$ cat src/rtl/modport_xor_responder_if.sv
// Request/response bundle between an initiator (master) and the XOR responder (slave).
interface modport_xor_responder_if #(
    parameter int WIDTH = 8
);
    logic             req_valid;
    logic             req_ready;
    logic             req_op;
    logic [WIDTH-1:0] req_in1;
    logic [WIDTH-1:0] req_in2;
    logic             rsp_valid;
    logic             rsp_ready;
    logic [WIDTH-1:0] rsp_data;
    logic [15:0]      rsp_count;

    modport master (
        output req_valid, req_op, req_in1, req_in2, rsp_ready,
        input  req_ready, rsp_valid, rsp_data, rsp_count
    );

    modport slave (
        input  req_valid, req_op, req_in1, req_in2, rsp_ready,
        output req_ready, rsp_valid, rsp_data, rsp_count
    );
endinterface

$ cat src/rtl/modport_xor_responder.sv
// Pass/XOR responder: results are queued in a 2-entry FIFO whose occupancy
// is tracked by a three-state machine; rsp_count tallies completed handoffs.
module modport_xor_responder #(
    parameter int WIDTH = 8,
    parameter int DEPTH = 2
) (
    input  logic                   clk,
    input  logic                   rst_n,
    modport_xor_responder_if.slave bus
);
    if (DEPTH != 2) begin : g_depth_check
        $error("modport_xor_responder supports DEPTH = 2 only");
    end

    typedef enum logic [1:0] {
        EMPTY = 2'd0,
        ONE   = 2'd1,
        FULL  = 2'd2
    } state_e;

    state_e           state_q, state_d;
    logic             wr_ptr_q, wr_ptr_d;
    logic             rd_ptr_q, rd_ptr_d;
    logic [WIDTH-1:0] mem_q [2];
    logic [WIDTH-1:0] mem_d [2];
    logic [15:0]      count_q, count_d;

    logic             req_ready;
    logic             rsp_valid;
    logic             accept;
    logic             handoff;
    logic [WIDTH-1:0] result;

    // Handshake outputs come only from registered state, never from rsp_ready.
    assign req_ready = (state_q != FULL);
    assign rsp_valid = (state_q != EMPTY);
    assign accept    = bus.req_valid && req_ready;
    assign handoff   = rsp_valid && bus.rsp_ready;
    assign result    = bus.req_op ? (bus.req_in1 ^ bus.req_in2) : bus.req_in1;

    assign bus.req_ready = req_ready;
    assign bus.rsp_valid = rsp_valid;
    assign bus.rsp_data  = rsp_valid ? mem_q[rd_ptr_q] : '0;
    assign bus.rsp_count = count_q;

    always_comb begin
        state_d  = state_q;
        wr_ptr_d = wr_ptr_q;
        rd_ptr_d = rd_ptr_q;
        mem_d    = mem_q;
        count_d  = count_q;

        if (accept) begin
            mem_d[wr_ptr_q] = result;
            wr_ptr_d        = ~wr_ptr_q;
        end
        if (handoff) begin
            rd_ptr_d = ~rd_ptr_q;
            count_d  = count_q + 16'd1;
        end

        case (state_q)
            EMPTY: if (accept) state_d = ONE;
            ONE: begin
                if (accept && !handoff)      state_d = FULL;
                else if (handoff && !accept) state_d = EMPTY;
            end
            FULL:    if (handoff) state_d = ONE;
            default: state_d = EMPTY;
        endcase
    end

    always_ff @(posedge clk or negedge rst_n) begin
        if (!rst_n) begin
            state_q  <= EMPTY;
            wr_ptr_q <= 1'b0;
            rd_ptr_q <= 1'b0;
            mem_q[0] <= '0;
            mem_q[1] <= '0;
            count_q  <= 16'd0;
        end else begin
            state_q  <= state_d;
            wr_ptr_q <= wr_ptr_d;
            rd_ptr_q <= rd_ptr_d;
            mem_q    <= mem_d;
            count_q  <= count_d;
        end
    end
endmodule

$ cat src/flat_wrapper.sv
// flat-port wrapper written by rule: the top's interface ports become plain ports
module modport_xor_responder_flat 
#(
    parameter int WIDTH = 8,
    parameter int DEPTH = 2
)
  (clk, rst_n, bus_req_valid, bus_req_op, bus_req_in1, bus_req_in2, bus_rsp_ready, bus_req_ready, bus_rsp_valid, bus_rsp_data, bus_rsp_count);
  modport_xor_responder_if #(.WIDTH(WIDTH)) bus_i ();
  input  logic clk;
  input  logic rst_n;
  input wire logic [$bits(bus_i.req_valid)-1:0] bus_req_valid;
  input wire logic [$bits(bus_i.req_op)-1:0] bus_req_op;
  input wire logic [$bits(bus_i.req_in1)-1:0] bus_req_in1;
  input wire logic [$bits(bus_i.req_in2)-1:0] bus_req_in2;
  input wire logic [$bits(bus_i.rsp_ready)-1:0] bus_rsp_ready;
  output wire logic [$bits(bus_i.req_ready)-1:0] bus_req_ready;
  output wire logic [$bits(bus_i.rsp_valid)-1:0] bus_rsp_valid;
  output wire logic [$bits(bus_i.rsp_data)-1:0] bus_rsp_data;
  output wire logic [$bits(bus_i.rsp_count)-1:0] bus_rsp_count;
  assign bus_i.req_valid = bus_req_valid;
  assign bus_i.req_op = bus_req_op;
  assign bus_i.req_in1 = bus_req_in1;
  assign bus_i.req_in2 = bus_req_in2;
  assign bus_i.rsp_ready = bus_rsp_ready;
  assign bus_req_ready = bus_i.req_ready;
  assign bus_rsp_valid = bus_i.rsp_valid;
  assign bus_rsp_data = bus_i.rsp_data;
  assign bus_rsp_count = bus_i.rsp_count;
  modport_xor_responder #(.WIDTH(WIDTH), .DEPTH(DEPTH)) u_core (.clk(clk), .rst_n(rst_n), .bus(bus_i));
endmodule
$ cat config.mk
export PLATFORM = sky130hd
export DESIGN_NAME = modport_xor_responder_flat
export DESIGN_NICKNAME = d
export VERILOG_FILES = /design/src/rtl/modport_xor_responder_if.sv /design/src/rtl/modport_xor_responder.sv /design/src/flat_wrapper.sv
export SDC_FILE = /design/constraint.sdc
export NUM_CORES = 1
export LEC_CHECK = 0
export ABC_AREA = 1
export BUFFER_PORTS_ARGS = -buffer_cell sky130_fd_sc_hd__clkbuf_2
export CAP_MARGIN = 0
export CORE_UTILIZATION = 55
export CTS_CLUSTER_SIZE = 8
export DETAILED_ROUTE_END_ITERATION = 10
export MAX_ROUTING_LAYER = met4
export PLACE_DENSITY = 0.91
export SLEW_MARGIN = 5
export SYNTH_ARGS = -nofsm -noshare
export SYNTH_HDL_FRONTEND = slang
export SYNTH_SLANG_ARGS = --single-unit
$ cat constraint.sdc
create_clock -name clk -period 2.9 [get_ports clk]
set_input_delay 0.58 -clock clk [delete_from_list [all_inputs] [get_ports clk]]
set_output_delay 0.58 -clock clk [all_outputs]
set_load 0.01 [all_outputs]
==> flow_metrics.py <==
metrics = {
    "sta": {
        "setup-violations-final": 0,
        "fin_skew_ns": 0.00274,
        "relSlewSlack_pct": 43.0,
        "max_clock_freq_mhz": 459,
        "finalSetupTns_ns": 0,
        "layout_min_cycle_time_ns": 2.18,
        "rsz0062_at_grt": "no",
        "hold_viol": 0,
        "post-route-period-util_pct": 75.1,
        "worst_pin_slew_ns": 0.855,
        "final_max_slew_viol_count": 0,
    },
    "yosys": {
        "synth_edf_count": 0,
        "synth_ff_type": "dfrtp_1",
        "synth.top_cell.area_share_pct": 49.4,
        "synthArstFlopShare_pct": 100,
        "yosysSeqAreaShare_pct": 49.4,
        "ys_top_cells_by_area": "dfrtp_1 (49%), nand2_1 (14%), xor2_1 (8.2%)",
        "ys_ff_latch": 36,
        "netlist_area_um2": 1820,
        "synth_top_cell_by_area": "dfrtp_1",
        "synth_nets": 239,
        "ys_types": 23,
        "syn_inst": 216,
        "avgSynthCellArea_um2": 8.45,
        "synth-warning-count": 0,
    },
    "grt": {
        "antenna_found_initial": 0,
        "grt-ovfl-total": 0,
        "grt_usage_pct": 23.8,
        "grt_max_degree": 37,
        "grt_pass1_vias": 1415,
        "grt_pass1_wl_um": 5950,
    },
    "route": {
        "vias_per_cell": 5.04,
        "wirelength_um": 3460,
        "drt-initial-drc-count": 62,
        "dr.pass1.iters": 4,
        "wire_per_inst_um": 11.2,
        "drc": 0,
        "num_vias": 1553,
        "ant_nets": 0,
    },
    "setup_path": {
        "cp-start-kind": "register",
        "crit_arrival_ns": 1.60,
        "ff2ff_path_depth": 5,
        "critPathLaunch": "u_core.rd_ptr_q",
        "path_class": "reg2out",
        "r2r_start": "u_core.state_q[1]",
        "crit_required_ns": 2.32,
        "rrSetupSlack_ns": 1.31,
        "path_max_fanout": 9,
        "end_kind": "output pin",
        "r2r-end": "u_core.state_q[1]",
        "cp-endpoint": "bus_rsp_data[2]",
    },
    "die": {
        "io_pins": 47,
        "core_area_um2": 3100,
        "num_rows": 20,
        "die_w_um": 59.6,
        "initial_utilization_pct": 58.8,
        "die_area_um2": 3550,
        "die_h_um": 59.6,
    },
    "cts": {
        "cts_buffers": 5,
        "cts_hold_buf": 0,
        "root_buffer": "clkbuf_4",
        "path_clk_slew_ns": 0.10,
        "numClockSinks": 36,
        "cts_resized": 0,
        "clk_latency_ns": 0.34,
        "cts_buffer_depth": 2,
        "cts_tree": "yes",
        "ctsHtreeMaxLevel": 2,
        "postCtsSetupBuffers": 0,
    },
    "layout": {
        "insertedDiodeCount": 0,
        "syn2layout_area_growth_pct": 17.1,
        "fin_nets": 287,
        "drive_above_1_share_pct": 24.2,
        "nFillCells": 273,
    },
    "worst_hold_path": {
        "min_path_type": "in2async",
    },
    "run": {
        "max-cap-violations": 0,
    },
    "placement": {
        "port_buffers": 46,
        "gp_congestion": 0.871,
        "dp_hpwl_um": 2640,
    },
    "pwr": {
        "ir_drop_mv": 0.569,
        "p_total_w": 0.00180,
        "power_density_nw_per_um2": 842,
        "power_leakage_nw": 1.15,
    },
    "run_status": {
        "status": "finished, final reports clean",
    },
}
[state kept, by name (all words and copies together), names as in the netlist]
| signal | cells |
|---|---|
| u_core.bus.rsp_count | 16 |
| u_core.state_q | 2 |
| u_core.rd_ptr_q | 1 |
| u_core.wr_ptr_q | 1 |
| u_core.mem_q | 16 |
[kinds of logic (layout without fill, tap and decap cells)]
group | Yosys count | after routing | share of synthesized area (%)
fa+ha+maj | 2 | 2 | 1.37
xor+xnor | 20 | 20 | 9.60
compound gates | 28 | 28 | 9.53
flops | 36 | 36 | 49.4
buf+inv | 29 | 77 | 7.06
simple gates | 101 | 101 | 23.0
[cells in the final DEF, fill, tap and decap left out, types with 3 or more instances in the layout]
cell / instances
nand2_1: 70
clkbuf_2: 46
dfrtp_1: 36
inv_1: 23
xor2_1: 17
nand3_1: 12
o21ai_0: 10
nor2_1: 10
a21oi_1: 9
o21ai_2: 8
clkbuf_4: 5
xnor2_1: 3
nor3_1: 3
[area by class of cell]
class                      instances  area [um2]  area share [%]
clock buffer                       7        65.1            3.05
inverter                          24        90.1            4.22
multi-input combinational        151         795            37.2
sequential                        36         901            42.2
tap                               44        55.1            2.58
timing repair buffer              46         230            10.8
[per-layer routing]
| layer | up-vias | track usage, % | wire length (um) |
|---|---|---|---|
| li1 | 773 | - | - |
| met1 | 720 | 25.0 | 1440 |
| met2 | 54 | 42.2 | 1780 |
| met3 | 6 | 7.21 | 195 |
| met4 | 0 | 7.97 | 51 |
| met5 | - | - | 0 |
[Yosys cell counts, types with 2 or more instances]
master and number:
nor2_1 10, nor3_1 3, nand3b_1 2, nand2_1 70, xnor2_1 3, xor2_1 17
o21ai_0 10, nand3_1 12, a21oi_1 9, clkbuf_1 2, o21ai_2 8, inv_1 23
ha_1 2, dfrtp_1 36
[power breakdown]
part           switching, W  leakage (nW)  internal [W]  total [W]
Sequential         0.000141         0.439      0.000674   0.000815
Clock              0.000160        0.0374      0.000137   0.000298
Combinational      0.000419         0.671      0.000268   0.000687
[worst max-delay path: stages (launching register included)]
cell      delay (ns)
dfrtp_1         0.53
clkinv_1        0.34
nand2_1         0.15
a21oi_1         0.08
clkbuf_2        0.15
[through the flow]
step,std cells,hold WS [ns],utilization (%),setup WS (ns),area (um2)
6_report,308,0.325,68.8,0.722,2140
5_1_grt,308,0.382,68.8,0.612,2140
4_1_cts,308,0.353,68.8,0.708,2140
3_5_place_dp,301,0.472,66.7,1.10,2070
3_3_place_gp,301,0.465,66.7,1.18,2070
2_1_floorplan,216,0.284,-,1.35,1820
[worst min-delay path by stage]
stage | start | endpoint | slack (ns) | cells after the start
detailed placement | u_core.mem_q[14] | u_core.mem_q[14] | 0.47 | 2
finish | rst_n | u_core.bus.rsp_count[0] | 0.33 | 1
global route | rst_n | u_core.mem_q[1] | 0.38 | 1
CTS | rst_n | u_core.bus.rsp_count[0] | 0.35 | 1
floorplan | rst_n | u_core.bus.rsp_count[0] | 0.28 | 0
global placement | u_core.mem_q[2] | u_core.mem_q[2] | 0.47 | 2
(Power assumes the default switching activity.)
